==> src/rtl/tone_sequencer.sv <==
// tone_sequencer: steps through a fixed C4..C5 note table, driving the
// half-period divisor and reset of a downstream clock divider. Each note is
// a one-cycle LOAD, NOTE_CYCLES of PLAY and optionally GAP_CYCLES of silence.
// The walk runs from first_note to last_note in either direction, and can loop.
module tone_sequencer #(
    parameter logic [31:0] NOTE_CYCLES = 32'd25_000_000,
    parameter logic [31:0] GAP_CYCLES  = 32'd2_500_000
) (
    input  logic        clock_in,
    input  logic        reset,
    input  logic        start,
    input  logic        stop,
    input  logic        loop_en,
    input  logic [2:0]  first_note,
    input  logic [2:0]  last_note,
    output logic [31:0] count_end,
    output logic        div_reset,
    output logic        busy,
    output logic        done,
    output logic [2:0]  note_idx
);

    typedef enum logic [2:0] {
        IDLE,
        LOAD,
        PLAY,
        GAP,
        DONE
    } state_t;

    localparam logic [31:0] NOTE_LAST = NOTE_CYCLES - 32'd1;
    localparam logic [31:0] GAP_LAST  = GAP_CYCLES - 32'd1;

    state_t      state;
    state_t      next_state;
    state_t      adv_state;
    logic [31:0] dur_cnt;
    logic [2:0]  first_q;
    logic [2:0]  last_q;
    logic [2:0]  next_idx;
    logic [2:0]  adv_idx;
    logic        done_q;
    logic        accept;
    logic        play_end;
    logic        gap_end;
    logic        ascending;

    // Half-period divisors for C4..C5 with a 50 MHz clock.
    function automatic logic [31:0] note_value(input logic [2:0] idx);
        logic [31:0] value;
        case (idx)
            3'd0:    value = 32'd95556;
            3'd1:    value = 32'd85131;
            3'd2:    value = 32'd75843;
            3'd3:    value = 32'd71586;
            3'd4:    value = 32'd63776;
            3'd5:    value = 32'd56818;
            3'd6:    value = 32'd50619;
            default: value = 32'd47778;
        endcase
        return value;
    endfunction

    // Qualified start and end-of-duration flags shared by the FSM and datapath.
    always_comb begin
        accept    = ((state == IDLE) || (state == DONE)) && start && !stop;
        play_end  = (state == PLAY) && (dur_cnt == NOTE_LAST);
        gap_end   = (state == GAP) && (dur_cnt == GAP_LAST);
        ascending = (first_q <= last_q);
    end

    // Decide where a finished note goes: step toward last_q, loop, or finish.
    // Stepping direction comes from the latched endpoints, so it never wraps.
    always_comb begin
        adv_state = LOAD;
        adv_idx   = note_idx;
        if (note_idx != last_q) begin
            adv_idx = ascending ? (note_idx + 3'd1) : (note_idx - 3'd1);
        end else if (loop_en) begin
            adv_idx = first_q;
        end else begin
            adv_state = DONE;
        end
    end

    // State register.
    always_ff @(posedge clock_in) begin
        if (reset) begin
            state <= IDLE;
        end else begin
            state <= next_state;
        end
    end

    // Next-state and next-index logic; stop beats every other input.
    always_comb begin
        next_state = state;
        next_idx   = note_idx;
        if (stop) begin
            next_state = IDLE;
        end else begin
            case (state)
                IDLE, DONE: begin
                    if (accept) begin
                        next_state = LOAD;
                        next_idx   = first_note;
                    end
                end
                LOAD: begin
                    next_state = PLAY;
                end
                PLAY: begin
                    if (play_end) begin
                        if (GAP_CYCLES != 32'd0) begin
                            next_state = GAP;
                        end else begin
                            next_state = adv_state;
                            next_idx   = adv_idx;
                        end
                    end
                end
                GAP: begin
                    if (gap_end) begin
                        next_state = adv_state;
                        next_idx   = adv_idx;
                    end
                end
                default: begin
                    next_state = IDLE;
                end
            endcase
        end
    end

    // Datapath: note index, latched endpoints, divisor, duration counter, done pulse.
    always_ff @(posedge clock_in) begin
        if (reset) begin
            note_idx  <= 3'd0;
            first_q   <= 3'd0;
            last_q    <= 3'd0;
            count_end <= 32'd0;
            dur_cnt   <= 32'd0;
            done_q    <= 1'b0;
        end else begin
            note_idx <= next_idx;
            if (accept) begin
                first_q <= first_note;
                last_q  <= last_note;
            end
            if (next_state == LOAD) begin
                count_end <= note_value(next_idx);
            end
            if (next_state != state) begin
                dur_cnt <= 32'd0;
            end else if ((state == PLAY) || (state == GAP)) begin
                dur_cnt <= dur_cnt + 32'd1;
            end
            done_q <= (next_state == DONE) && (state != DONE);
        end
    end

    // Outputs decoded from state; the divider only runs during PLAY.
    always_comb begin
        busy      = (state == LOAD) || (state == PLAY) || (state == GAP);
        div_reset = (state != PLAY);
        done      = done_q;
    end

endmodule

==> config.mk <==
export PLATFORM = sky130hd
export DESIGN_NAME = tone_sequencer
export DESIGN_NICKNAME = d
export VERILOG_FILES = /design/src/rtl/tone_sequencer.sv
export SDC_FILE = /design/constraint.sdc
export NUM_CORES = 1
export LEC_CHECK = 0
export ABC_AREA = 1
export CELL_PAD_IN_SITES_DETAIL_PLACEMENT = 1
export CELL_PAD_IN_SITES_GLOBAL_PLACEMENT = 1
export CORE_MARGIN = 2
export CORE_UTILIZATION = 39
export CTS_CLUSTER_DIAMETER = 120
export DETAILED_ROUTE_END_ITERATION = 8
export PLACE_DENSITY = 0.8
export SYNTH_ARGS = -nofsm -noshare
export SYNTH_HDL_FRONTEND = slang
export SYNTH_SLANG_ARGS = --single-unit
==> constraint.sdc <==
create_clock -name clock_in -period 3.2 [get_ports clock_in]
set_input_delay 0.32 -clock clock_in [delete_from_list [all_inputs] [get_ports clock_in]]
set_output_delay 0.32 -clock clock_in [all_outputs]
set_load 0.02 [all_outputs]
# --- Word level (Yosys, flattened, before mapping) ---
# Index checks and enable logic that the tools add are counted.
classes:
  n_addsub: 3
  order_cmp: 1
  eq_ne: 18
  n_mux: 15
  reduce_logical: 14
op_table:
  columns: ["operator", "count"]
  rows:
  - ["17-bit case mux with 7 select lines", 1]
  - ["3-bit two-way mux", 12]
  - ["32-bit by 1-bit adder with 32-bit output, second input constant", 1]
  - ["32-bit by 22-bit equality test with 1-bit output, second input constant", 1]
  - ["32-bit by 25-bit equality test with 1-bit output, second input constant", 1]
  - ["3-bit equality test, second input constant", 5]
  - ["3-bit by 2-bit equality test with 1-bit output, second input constant", 4]
  - ["3-bit case mux with 4 select lines", 1]
  - ["3-bit by 1-bit equality test with 1-bit output, second input constant", 3]
  - ["3-bit zero test", 2]
  - ["3-bit inequality test", 2]
  - ["3-bit case mux with 2 select lines", 1]
  - ["1-bit logical AND", 5]
  - ["1-bit logical OR", 4]
  - ["2-bit OR reduction", 2]
  - ["3-bit by 1-bit adder with 3-bit output, second input constant", 1]
  - ["3-bit less-or-equal comparator", 1]
  - ["3-bit by 2-bit inequality test with 1-bit output, second input constant", 1]
  - ["3-bit inequality test, second input constant", 1]
  - ["3-bit by 1-bit subtractor with 3-bit output, second input constant", 1]
  - ["1-bit zero test", 1]
totals:
  ff_bits: 77
  wordCells: 58

# --- Depth between registers and ports, before layout ---
# Gate-level depths: netlist of run 1.
depth:
  word_depth: 9
  ltp_mapped: 20
  mapped_depth_nobuf: 20

# --- Worst setup path after synthesis of run 1 ---
# OpenSTA, ideal clock, no wires.
synth_timing:
  path_kind: "register to register"
  startpoint: "reg last_q[2]"
  endpoint: "reg count_end[13]"
  arrival_ns: 2.435
  setup_slack_ns: 0.648
  path_stages_with_launch: 21
  n_path_buf: 0
  period_less_slack_ns: 2.552
  path_cell_list: "dfxtp_1 -> inv_1 -> ha_1 -> a21oi_1 -> o21ai_0 -> nand2_1 -> inv_1 -> fa_1 -> xnor2_1 -> nand3b_1 -> nand2_1 -> nand2_1 -> nand3_1 -> nand2_1 -> nand2_1 -> nand2_2 -> inv_1 -> a21oi_1 -> nand2_1 -> nor2_1 -> nor2_1"
synth_between:
  elab_chain_len: 8
synth_lines:
  columns: ["element", "line", "text"]
  rows:
  - ["start: declaration", "39", "logic [2:0] last_q;"]
  - ["start signal: assignment", "148", "last_q <= last_note;"]
  - ["3-bit less-or-equal comparator", "69", "ascending = (first_q <= last_q);"]
  - ["3-bit two-way mux", "78", "adv_idx = ascending ? (note_idx + 3'd1) : (note_idx - 3'd1);"]
  - ["3-bit two-way mux", "77", "if (note_idx != last_q) begin"]
  - ["3-bit two-way mux", "123", "if (gap_end) begin"]
  - ["3-bit case mux with 2 select lines", "102", "case (state)"]
  - ["3-bit two-way mux", "99", "if (stop) begin"]
  - ["3-bit equality test, or another cell as far along", "51", "case (idx)"]
  - ["17-bit case mux with 7 select lines", "51", null]
  - ["end signal: assignment", "151", "count_end <= note_value(next_idx);"]
  - ["end: declaration", "16", "output logic [31:0] count_end,"]
# Parallel ways exist; a longest one is shown, timed or not.
# A chain may end at the register's enable or synchronous reset.

# --- Final worst setup path of run 1 ---
# Same ends and word-level chain as after synthesis.

==> reports/metrics.cfg, run 1 <==
[status]
outcome = complete, no violations

[worst_setup_path]
crit_path_max_incr_delay_ns = 0.37
arrival_ns = 3.10
cpLargestDelayFamily = simple AND/OR/NAND/NOR gates
crit_chain = inv_1 > ha_1 > a21oi_1 > o21ai_1 > nand2_1 > inv_1 > fa_1 > xnor2_1 > nand3b_1 > nand2_1 > nand2_1 > nand3_1 > nand2_1 > nand2_1 > nand2_2 > inv_2 > a21oi_2 > nand2_1 > nor2_1 > nor2_1
slowest_stage = fa_1
critPathKind = register to register
path_max_fanout = 7
path_buf_inv = 3
timing.critical_path.mode_cell = nand2_1
cp.required_ns = 3.44
end_kind = register
critPathLaunchType = register

[synthesis]
yosysTopAreaCell = dfxtp_1
synth_seq_cells = 62
yosysTopAreaCellShare_pct = 34.8
synth.yosys.seq_area_share_pct = 34.8
synth_edf_count = 0
synth_area_mm2 = 0.00356
synth.avg_cell_area_um2 = 6.75
yosys_warnings = 0
yosysMostFrequentCell = nand2_1
ys_async_sr_fraction_pct = 0
synth_area_leaders = dfxtp_1 (35%), nand2_1 (13%), nor2_1 (9.3%)
synth_ff_type = dfxtp_1
synth_common_cells = nand2_1 (125), nor2_1 (88), dfxtp_1 (62), inv_1 (61)
syn-instance-count = 528
synth_cell_types = 36

[grt]
grt_max_degree = 20
grt_pass1_wl_mm = 16.6
busiest_layer = met2
first_global_vias = 3433
grt_usage_pct = 20.8
antenna_found_initial = 0
grtUsageMet1_pct = 27.9
overflow = 0
gr-usage-met3_pct = 3.79
grt_use_met2_pct = 33.8

[floorplanning]
fp.dieW_um = 99.6
core_area_mm2 = 0.00881
dieArea_mm2 = 0.00992
initial_core_util_pct = 40.5
die_height_um = 99.6
io_pins = 49
placementRows = 34

[placement]
gp_congestion = 0.791
placed_cells = 665
hpwl_mm = 7.48
portBuffers = 33

[detailed_routing]
drc = 0
vias = 3426
routed_via_density = 5.03
drt-pass1-iter-count = 4
drtIter0Drc = 98
final_antenna_net_count = 0
drt_wl_total_mm = 9.77
wl_per_cell_um = 14.3

[layout]
nets = 584
multi_input_area_mm2 = 0.00196
antenna_cells = 0
drive_gt1_share_pct = 9.77
fin_cells = 681
n_fill_cell = 1174
area_growth_pct = 17.6
regArea_mm2 = 0.00124

[sta]
setup_viol = 0
rsz0062_at_grt = no
hold_viol_final = 0
period_share_pct = 89.4
worst_pin_slew_ns = 0.512
slew_headroom_pct = 65.6
tns_ns = 0
drv_slew = 0
holdWs_ns = 0.470
fin_crit_ns = 2.86
fin_skew_ns = 0.0122
max_freq_mhz = 350

[power]
p_per_area_mw_per_mm2 = 417
finalPower_uw = 1750
ir_worst_vdd_mv = 0.228
p_leak_uw = 0.00170

[clocking]
cts_sinks = 62
htree_levels = 3
cts_tree = done
clk_latency_ns = 0.34
clk_pin_slew_ns = 0.08
clock_path_buffers = 2
cts_setup_buffers = 0
cts_resized = 0
cts_inserted_buffers = 9
root_buffer = clkbuf_8
ctsHoldBuffers = 0

[flow_run]
max_cap_viol_count = 0

[worst_hold_path]
min_path_type = register to register

[area by class of cell]
| class | instances | area share [%] |
|---|---|---|
| clock buffers | 11 | 3.61 |
| inverters | 68 | 6.09 |
| well taps | 108 | 3.22 |
| flip-flops and latches | 62 | 29.6 |
| clock inverters | 5 | 1.37 |
| multi-input cells | 388 | 46.8 |
| repair buffers | 39 | 9.25 |
[path summary, 6_finish.rpt]
check	startpoint	endpoint	slack, ns	cells after the start
hold / removal	count_end[11]	count_end[11]	0.47	2
setup / recovery	last_q[2]	count_end[13]	0.34	20
setup reg to reg	last_q[2]	count_end[13]	0.34	20
hold reg to reg	count_end[11]	count_end[11]	0.47	2
[worst reg2reg max path, stage by stage, from the launching register on]
cell and delay, ns:
dfxtp_1 0.34, inv_1 0.08, ha_1 0.31, a21oi_1 0.13
o21ai_1 0.10, nand2_1 0.09, inv_1 0.05, fa_1 0.37
xnor2_1 0.19, nand3b_1 0.14, nand2_1 0.05, nand2_1 0.05
nand3_1 0.06, nand2_1 0.08, nand2_1 0.07, nand2_2 0.13
inv_2 0.10, a21oi_2 0.18, nand2_1 0.11, nor2_1 0.11
nor2_1 0.04
[metrics by stage]
stage | util (%) | instance area [um2] | worst slack (ns)
3_3_place_gp | 45.2 | 3980 | 0.477
2_1_floorplan | - | 3620 | 0.648
5_1_grt | 47.6 | 4190 | 0.0490
3_5_place_dp | 45.2 | 3980 | 0.205
6_report | 47.6 | 4190 | 0.340
4_1_cts | 47.5 | 4190 | 0.198
[metal layers]
layer | share of wire (%) | vias up
met5 | 0 | -
met4 | 1.5 | 0
met3 | 2.4 | 10
met2 | 47 | 47
met1 | 49 | 1642
li1 | - | 1727
[flip-flops by register name (all words and copies together) (netlist names)]
| signal | count |
|---|---|
| state | 3 |
| dur_cnt | 32 |
| done | 1 |
| last_q | 3 |
| note_idx | 3 |
| count_end | 17 |
| first_q | 3 |
[report_power, final]
part           internal [uW]  switching, uW  total [uW]
combinational           78.5            139         217
sequential               788           12.5         800
clock                    402            329         731
total                   1270            480        1750
[cell families after synthesis]
logic type	count (synthesis)	share of synthesized area [%]
simple gates	290	36.9
buf+inv	92	11.7
flops	62	34.8
compound gates	53	8.11
xor+xnor	25	6.36
fa+ha+maj	5	1.97
other cells	1	0.105
[placed cells by master (no fill, tap or decap), types with 3 or more instances in the layout]
cell             Yosys  final
nand3_1             26     26
inv_1               61     60
nor2_2               3      4
o21ai_0             18     17
nor2_1              88     87
nor3b_2              3      3
nor3b_1              3      3
nor3_1              12     12
nand4_1             12     12
buf_4               16      5
xor2_1              22     22
ha_1                 4      4
conb_1               1     15
nor4_2               4      4
nand2_1            125    125
dfxtp_1             62     62
clkbuf_8             0     11
a21oi_1             26     25
nand3_2              3      3
nor3_2               3      3
nand2_2              3      3
clkdlybuf4s50_1      0     33
o211ai_1             3      3
inv_2                7      8
No activity file was read; power rests on OpenSTA's default activity.
==> run 2, diff against run 1 <==
- CORE_UTILIZATION: 39 -> 40
- CTS_BUF_LIST: not set -> sky130_fd_sc_hd__clkbuf_8
- PLACE_DENSITY: 0.8 -> 0.82
==> run 2 against run 1 <==
Net effect: total power decreased by 1.0%; global-route usage increased by 0.66 points; sequential share of layout area decreased by 0.097 points; largest power group unchanged; critical endpoint unchanged; combinational power about the same.
==> reports/metrics.cfg, run 2 (synthesis results as in run 1) <==
[worst_setup_path]
path_max_fanout = 7  ; unchanged
critPathLaunchType = register  ; unchanged
slowest_stage = dfxtp_1  ; was fa_1
end_kind = register  ; unchanged
critPathKind = register to register  ; unchanged
cp.required_ns = 3.45  ; was 3.44 ns
crit_chain = ha_4 > a21oi_2 > o21ai_1 > nand2_1 > inv_1 > fa_1 > xnor2_1 > nand3b_1 > nand2_1 > nand2_1 > nand3_1 > nand2_1 > nand2_1 > nand2_4 > clkinvlp_4 > a21oi_2 > nand2_1 > nor2_1 > nor2_1  ; was inv_1 > ha_1 > a21oi_1 > o21ai_1 > nand2_1 > inv_1 > fa_1 > xnor2_1 > nand3b_1 > nand2_1 > nand2_1 > nand3_1 > nand2_1 > nand2_1 > nand2_2 > inv_2 > a21oi_2 > nand2_1 > nor2_1 > nor2_1
timing.critical_path.mode_cell = nand2_1  ; unchanged
arrival_ns = 3.12  ; was 3.10 ns
crit_path_max_incr_delay_ns = 0.42  ; was 0.37 ns

[sta]
max_freq_mhz = 348  ; was 350 MHz
period_share_pct = 89.8  ; was 89.4%
tns_ns = 0  ; unchanged
worst_pin_slew_ns = 0.516  ; was 0.512 ns
setup_viol = 0  ; unchanged
fin_crit_ns = 2.87  ; was 2.86 ns
fin_skew_ns = 0.00841  ; was 0.0122 ns
drv_slew = 0  ; unchanged
holdWs_ns = 0.476  ; was 0.470 ns
hold_viol_final = 0  ; unchanged
slew_headroom_pct = 65.3  ; was 65.6%
rsz0062_at_grt = no  ; unchanged

[detailed_routing]
wl_met3_um = 246  ; was 234 um
final_antenna_net_count = 0  ; unchanged
drt-pass1-iter-count = 4  ; unchanged
wl_per_cell_um = 14.6  ; was 14.3 um
wl_met1_mm = 4.64  ; was 4.75 mm
drt_wl_total_mm = 9.93  ; was 9.77 mm
drc = 0  ; unchanged
drtIter0Drc = 84  ; was 98
met2_length_mm = 4.88  ; was 4.64 mm
vias = 3455  ; was 3426
routed_via_density = 5.07  ; was 5.03
top_layer = met4  ; unchanged

[layout]
n_fill_cell = 1158  ; was 1174
largest_reg_flops = 32  ; unchanged
layout_commonest_cell = nand2_1  ; unchanged
area_growth_pct = 18.0  ; was 17.6%
regArea_mm2 = 0.00124  ; unchanged
final_cell_mix = nand2_1 (125), nor2_1 (87), dfxtp_1 (62), inv_1 (60), clkdlybuf4s50_1 (33)  ; unchanged
multi_input_area_mm2 = 0.00198  ; was 0.00196 mm2
largest_registers = dur_cnt: 32 flops, count_end: 17 flops  ; unchanged
antenna_cells = 0  ; unchanged
top_register = dur_cnt  ; unchanged
drive_gt1_share_pct = 10.1  ; was 9.77%
nets = 584  ; unchanged

[worst_hold_path]
min_path_type = register to register  ; unchanged

[grt]
grt_max_degree = 20  ; unchanged
grt_usage_pct = 21.4  ; was 20.8%
grt_pass1_wl_mm = 16.9  ; was 16.6 mm
overflow = 0  ; unchanged
first_global_vias = 3665  ; was 3433
antenna_found_initial = 0  ; unchanged

[floorplanning]
core_area_mm2 = 0.00868  ; was 0.00881 mm2
io_pins = 49  ; unchanged
die_height_um = 98.4  ; was 99.6 um
initial_core_util_pct = 41.1  ; was 40.5%
placementRows = 34  ; unchanged
dieArea_mm2 = 0.00968  ; was 0.00992 mm2
fp.dieW_um = 98.4  ; was 99.6 um

[power]
p_per_area_mw_per_mm2 = 412  ; was 417 mW/mm2
p_leak_uw = 0.00169  ; was 0.00170 uW
ir_worst_vdd_mv = 0.245  ; was 0.228 mV

[clocking]
clk_latency_ns = 0.35  ; was 0.34 ns
root_buffer = clkbuf_8  ; unchanged
ctsHoldBuffers = 0  ; unchanged
cts_inserted_buffers = 9  ; unchanged
htree_levels = 3  ; unchanged
clock_path_buffers = 2  ; unchanged
cts_sinks = 62  ; unchanged
cts_tree = done  ; unchanged
clk_pin_slew_ns = 0.08  ; about the same

[status]
outcome = complete, no violations  ; unchanged

[placement]
portBuffers = 33  ; unchanged
gp_congestion = 0.882  ; was 0.791
hpwl_mm = 7.52  ; was 7.48 mm

[flow_run]
max_cap_viol_count = 0  ; unchanged

## run 2: final timing paths
check	startpoint	endpoint	slack (ns)	depth (start not counted)
max	first_q[2]	count_end[13]	0.33	19
min	count_end[16]	count_end[16]	0.48	2
max reg2reg	first_q[2]	count_end[13]	0.33	19
min reg2reg	count_end[16]	count_end[16]	0.48	2
## run 2: through the flow
step / worst slack, ns / cell area (um2) / util, % / power (uW) / std cells
after floorplan: 0.648 / 3620 / - / 970 / 542
after global placement: 0.435 / 3970 / 45.7 / 1030 / 664
after detailed placement: 0.222 / 3970 / 45.7 / 1030 / 664
after CTS: 0.211 / 4170 / 48.0 / 1740 / 680
after global routing: 0.0171 / 4210 / 48.5 / 1800 / 681
final: 0.325 / 4210 / 48.5 / 1730 / 681
## run 2: layer usage
metal | vias to the layer above | track usage [%]
met1 | 1672 | 27.0
met3 | 14 | 3.79
li1 | 1726 | -
met2 | 43 | 36.4
met4 | 0 | 8.22
met5 | - | 0
## run 2: area by class of cell
cell class                 count  area share (%)
multi-input combinational    388            47.2
sequential                    62            29.5
timing repair buffer          39            9.22
inverter                      68            6.16
tap                          108            3.21
clock buffer                   9            2.95
clock inverter                 7            1.76
## run 2: repair_timing
action                     in CTS  in global routing
gates resized for setup         0                  7
buffers inserted                0                  1
setup endpoints to repair       0                  6
## run 2: where the power goes
part	internal, uW	switching, uW
clock network	362	347
registers	788	13.2
logic	81.1	139
## run 2: worst max-delay path: cells and delay by family, from the launching register on
family	cells	cell delay (ns)
AOI/OAI and AO/OA	3	0.37
DFF	1	0.42
and+or+nand+nor	11	0.95
xor gates and xnor gates	1	0.20
buffers and inverters	2	0.22
adders and majority gates	2	0.62
==> run 3, diff against run 2 <==
==> constraint.sdc (replaced) <==
create_clock -name clock_in -period 3.2 [get_ports clock_in]
set_input_delay 0.32 -clock clock_in [delete_from_list [all_inputs] [get_ports clock_in]]
set_output_delay 0.32 -clock clock_in [all_outputs]
set_load 0.1 [all_outputs]
==> run 3 against run 2 <==
Net effect: fmax shrank 2.7%; worst hold slack is essentially flat; clock skew grew 0.0041 ns; largest power group unchanged; highest routed layer unchanged; sequential share of layout area grew 0.29 points; non-clock buffer count shrank 1.
==> reports/metrics.cfg, run 3 (synthesis results as in run 1) <==
[layout]
drive_gt1_share_pct = 9.79  ; was 10.1%
largest_registers = dur_cnt: 32 flops, count_end: 17 flops  ; unchanged
area_growth_pct = 16.9  ; was 18.0%
nets = 583  ; was 584
utilization_pct = 48.0  ; was 48.5%
top_register = dur_cnt  ; unchanged
antenna_cells = 0  ; unchanged
final_cell_mix = nand2_1 (125), nor2_1 (88), dfxtp_1 (62), inv_1 (61), clkdlybuf4s50_1 (30)  ; was nand2_1 (125), nor2_1 (87), dfxtp_1 (62), inv_1 (60), clkdlybuf4s50_1 (33)
final_area_mm2 = 0.00416  ; was 0.00421 mm2
largest_reg_flops = 32  ; unchanged
layout_commonest_cell = nand2_1  ; unchanged

[power]
p_leak_uw = 0.00168  ; was 0.00169 uW
ir_worst_vdd_mv = 0.283  ; was 0.245 mV
p_clk_share_pct = 38.5  ; was 41.0%
finalPower_uw = 1870  ; was 1730 uW
swShare_pct = 34.5  ; was 28.9%
p_per_area_mw_per_mm2 = 449  ; was 412 mW/mm2
p_sw_uw = 645  ; was 500 uW
power_frac_seq_pct = 42.8  ; was 46.3%
p_int_uw = 1220  ; was 1230 uW
pwr-share-comb_pct = 18.6  ; was 12.7%

[worst_hold_path]
min-delay-start = count_end[16]  ; unchanged
min_to = count_end[16]  ; unchanged
min_path_type = register to register  ; unchanged
hold_depth = 2  ; unchanged

[floorplanning]
initial_core_util_pct = 41.1  ; unchanged
io_pins = 49  ; unchanged
placementRows = 34  ; unchanged
core_area_mm2 = 0.00868  ; unchanged
dieArea_mm2 = 0.00968  ; unchanged
die_height_um = 98.4  ; unchanged
fp.dieW_um = 98.4  ; unchanged

[detailed_routing]
drt-pass1-iter-count = 4  ; unchanged
routed_via_density = 5.07  ; about the same
vias = 3445  ; was 3455
wl_per_cell_um = 14.9  ; was 14.6 um
drt_wl_total_mm = 10.1  ; was 9.93 mm
drc = 0  ; unchanged
final_antenna_net_count = 0  ; unchanged
drtIter0Drc = 106  ; was 84

[sta]
fin_ws_ns = 0.247  ; was 0.325 ns
max_freq_mhz = 339  ; was 348 MHz
fin_skew_ns = 0.0126  ; was 0.00841 ns
fin_crit_ns = 2.95  ; was 2.87 ns
setup_viol = 0  ; unchanged
drv_slew = 0  ; unchanged
hold_viol_final = 0  ; unchanged
slew_headroom_pct = 34.7  ; was 65.3%
tns_ns = 0  ; unchanged
period_share_pct = 92.3  ; was 89.8%
worst_pin_slew_ns = 0.977  ; was 0.516 ns

[grt]
antenna_found_initial = 0  ; unchanged
overflow = 0  ; unchanged
grt_usage_pct = 21.8  ; was 21.4%
grt_pass1_wl_mm = 17.1  ; was 16.9 mm
first_global_vias = 3626  ; was 3665
grt_max_degree = 20  ; unchanged

[clocking]
htree_levels = 3  ; unchanged
cts_setup_buffers = 0  ; unchanged
clock_path_buffers = 2  ; unchanged
cts_tree = done  ; unchanged
clk_latency_ns = 0.36  ; was 0.35 ns
clk_pin_slew_ns = 0.08  ; about the same
cts_sinks = 62  ; unchanged
cts_inserted_buffers = 9  ; unchanged
root_buffer = clkbuf_8  ; unchanged

[worst_setup_path]
r2r_start = last_q[2]  ; was first_q[2]
end_kind = register  ; unchanged
slowest_stage = fa_1  ; was dfxtp_1
crit_chain = inv_1 > ha_1 > a21oi_1 > o21ai_0 > nand2_1 > inv_1 > fa_1 > xnor2_1 > nand3b_1 > nand2_1 > nand2_1 > nand3_1 > nand2_1 > nand2_1 > nand2_2 > inv_1 > a21oi_2 > nand2_1 > nor2_1 > nor2_1  ; was ha_4 > a21oi_2 > o21ai_1 > nand2_1 > inv_1 > fa_1 > xnor2_1 > nand3b_1 > nand2_1 > nand2_1 > nand3_1 > nand2_1 > nand2_1 > nand2_4 > clkinvlp_4 > a21oi_2 > nand2_1 > nor2_1 > nor2_1
timing.critical_path.mode_cell = nand2_1  ; unchanged
r2r_end = count_end[13]  ; unchanged
critPathLaunchType = register  ; unchanged
cp.required_ns = 3.45  ; about the same
path_max_fanout = 7  ; unchanged
r2r_cells = 20  ; was 19
critPathKind = register to register  ; unchanged
crit_path_max_incr_delay_ns = 0.38  ; was 0.42 ns
r2r_slack_ns = 0.25  ; was 0.33 ns
arrival_ns = 3.20  ; was 3.12 ns

[status]
outcome = complete, no violations  ; unchanged

[flow_run]
max_cap_viol_count = 0  ; unchanged

[placement]
placed_area_mm2 = 0.00396  ; was 0.00397 mm2
portBuffers = 33  ; unchanged
gp_congestion = 0.890  ; was 0.882
dp_slack_ns = 0.255  ; was 0.222 ns
hpwl_mm = 7.65  ; was 7.52 mm

run 3: cell count changes in the layout (fill, tap and decap cells not counted), sizes merged:
cell	change
clkdlybuf4s50	-3
buf	+2
clkinv	-1
clkinvlp	+1
run 3: how the worst max path moves through the flow:
| stage | end | slack, ns | depth (start not counted) | startpoint |
|---|---|---|---|---|
| floorplan | count_end[1] | 0.54 | 11 | note_idx[1] |
| global placement | count_end[13] | 0.43 | 20 | last_q[2] |
| detailed placement | count_end[13] | 0.26 | 20 | last_q[2] |
| CTS | count_end[13] | 0.23 | 20 | last_q[2] |
| global route | count_end[13] | -0.005 | 20 | last_q[2] |
| finish | count_end[13] | 0.25 | 20 | last_q[2] |
run 3: timing repair:
action,CTS,global route
setup endpoints to repair,0,2
resized for setup,0,1
hold buffers,0,0
run 3: stage by stage:
step           hold WS (ns)  instances
4_1_cts               0.476        680
2_1_floorplan         0.454        542
3_3_place_gp          0.453        664
6_report              0.476        680
5_1_grt               0.498        680
3_5_place_dp          0.460        664
run 3: area by class of cell:
| cell class | instances | area [um2] |
|---|---|---|
| fill | 1165 | 4510 |
| multi-input combinational | 388 | 1960 |
| tap | 108 | 135 |
| timing repair buffer | 38 | 373 |
| sequential | 62 | 1240 |
| clock inverter | 7 | 75.1 |
| clock buffer | 9 | 124 |
| inverter | 68 | 255 |
run 3: routing by layer:
metal / vias to the layer above / global-route usage [%] / share of wire (%)
met3: 20 / 3.79 / 2.7
li1: 1718 / - / -
met5: - / 0 / 0
met4: 0 / 7.80 / 1.9
met2: 54 / 37.4 / 49
met1: 1653 / 27.4 / 46
run 3: power groups by stage:
| stage | clock, uW | combinational (uW) | sequential [uW] |
|---|---|---|---|
| after floorplan | 0 | 206 | 899 |
| after global placement | 0 | 342 | 818 |
| after detailed placement | 0 | 346 | 819 |
| after CTS | 731 | 349 | 801 |
| after global routing | 767 | 373 | 803 |
| final | 721 | 348 | 801 |
run 3: critical path: cells and delay by family, from the launching register on:
family                   cells  cell delay [ns]
XOR/XNOR                     1             0.20
AO/OA/AOI/OAI                3             0.46
adder cells (fa/ha/maj)      2             0.69
buffers and inverters        3             0.26
AND/OR/NAND/NOR             11             0.92
flip-flops                   1             0.33
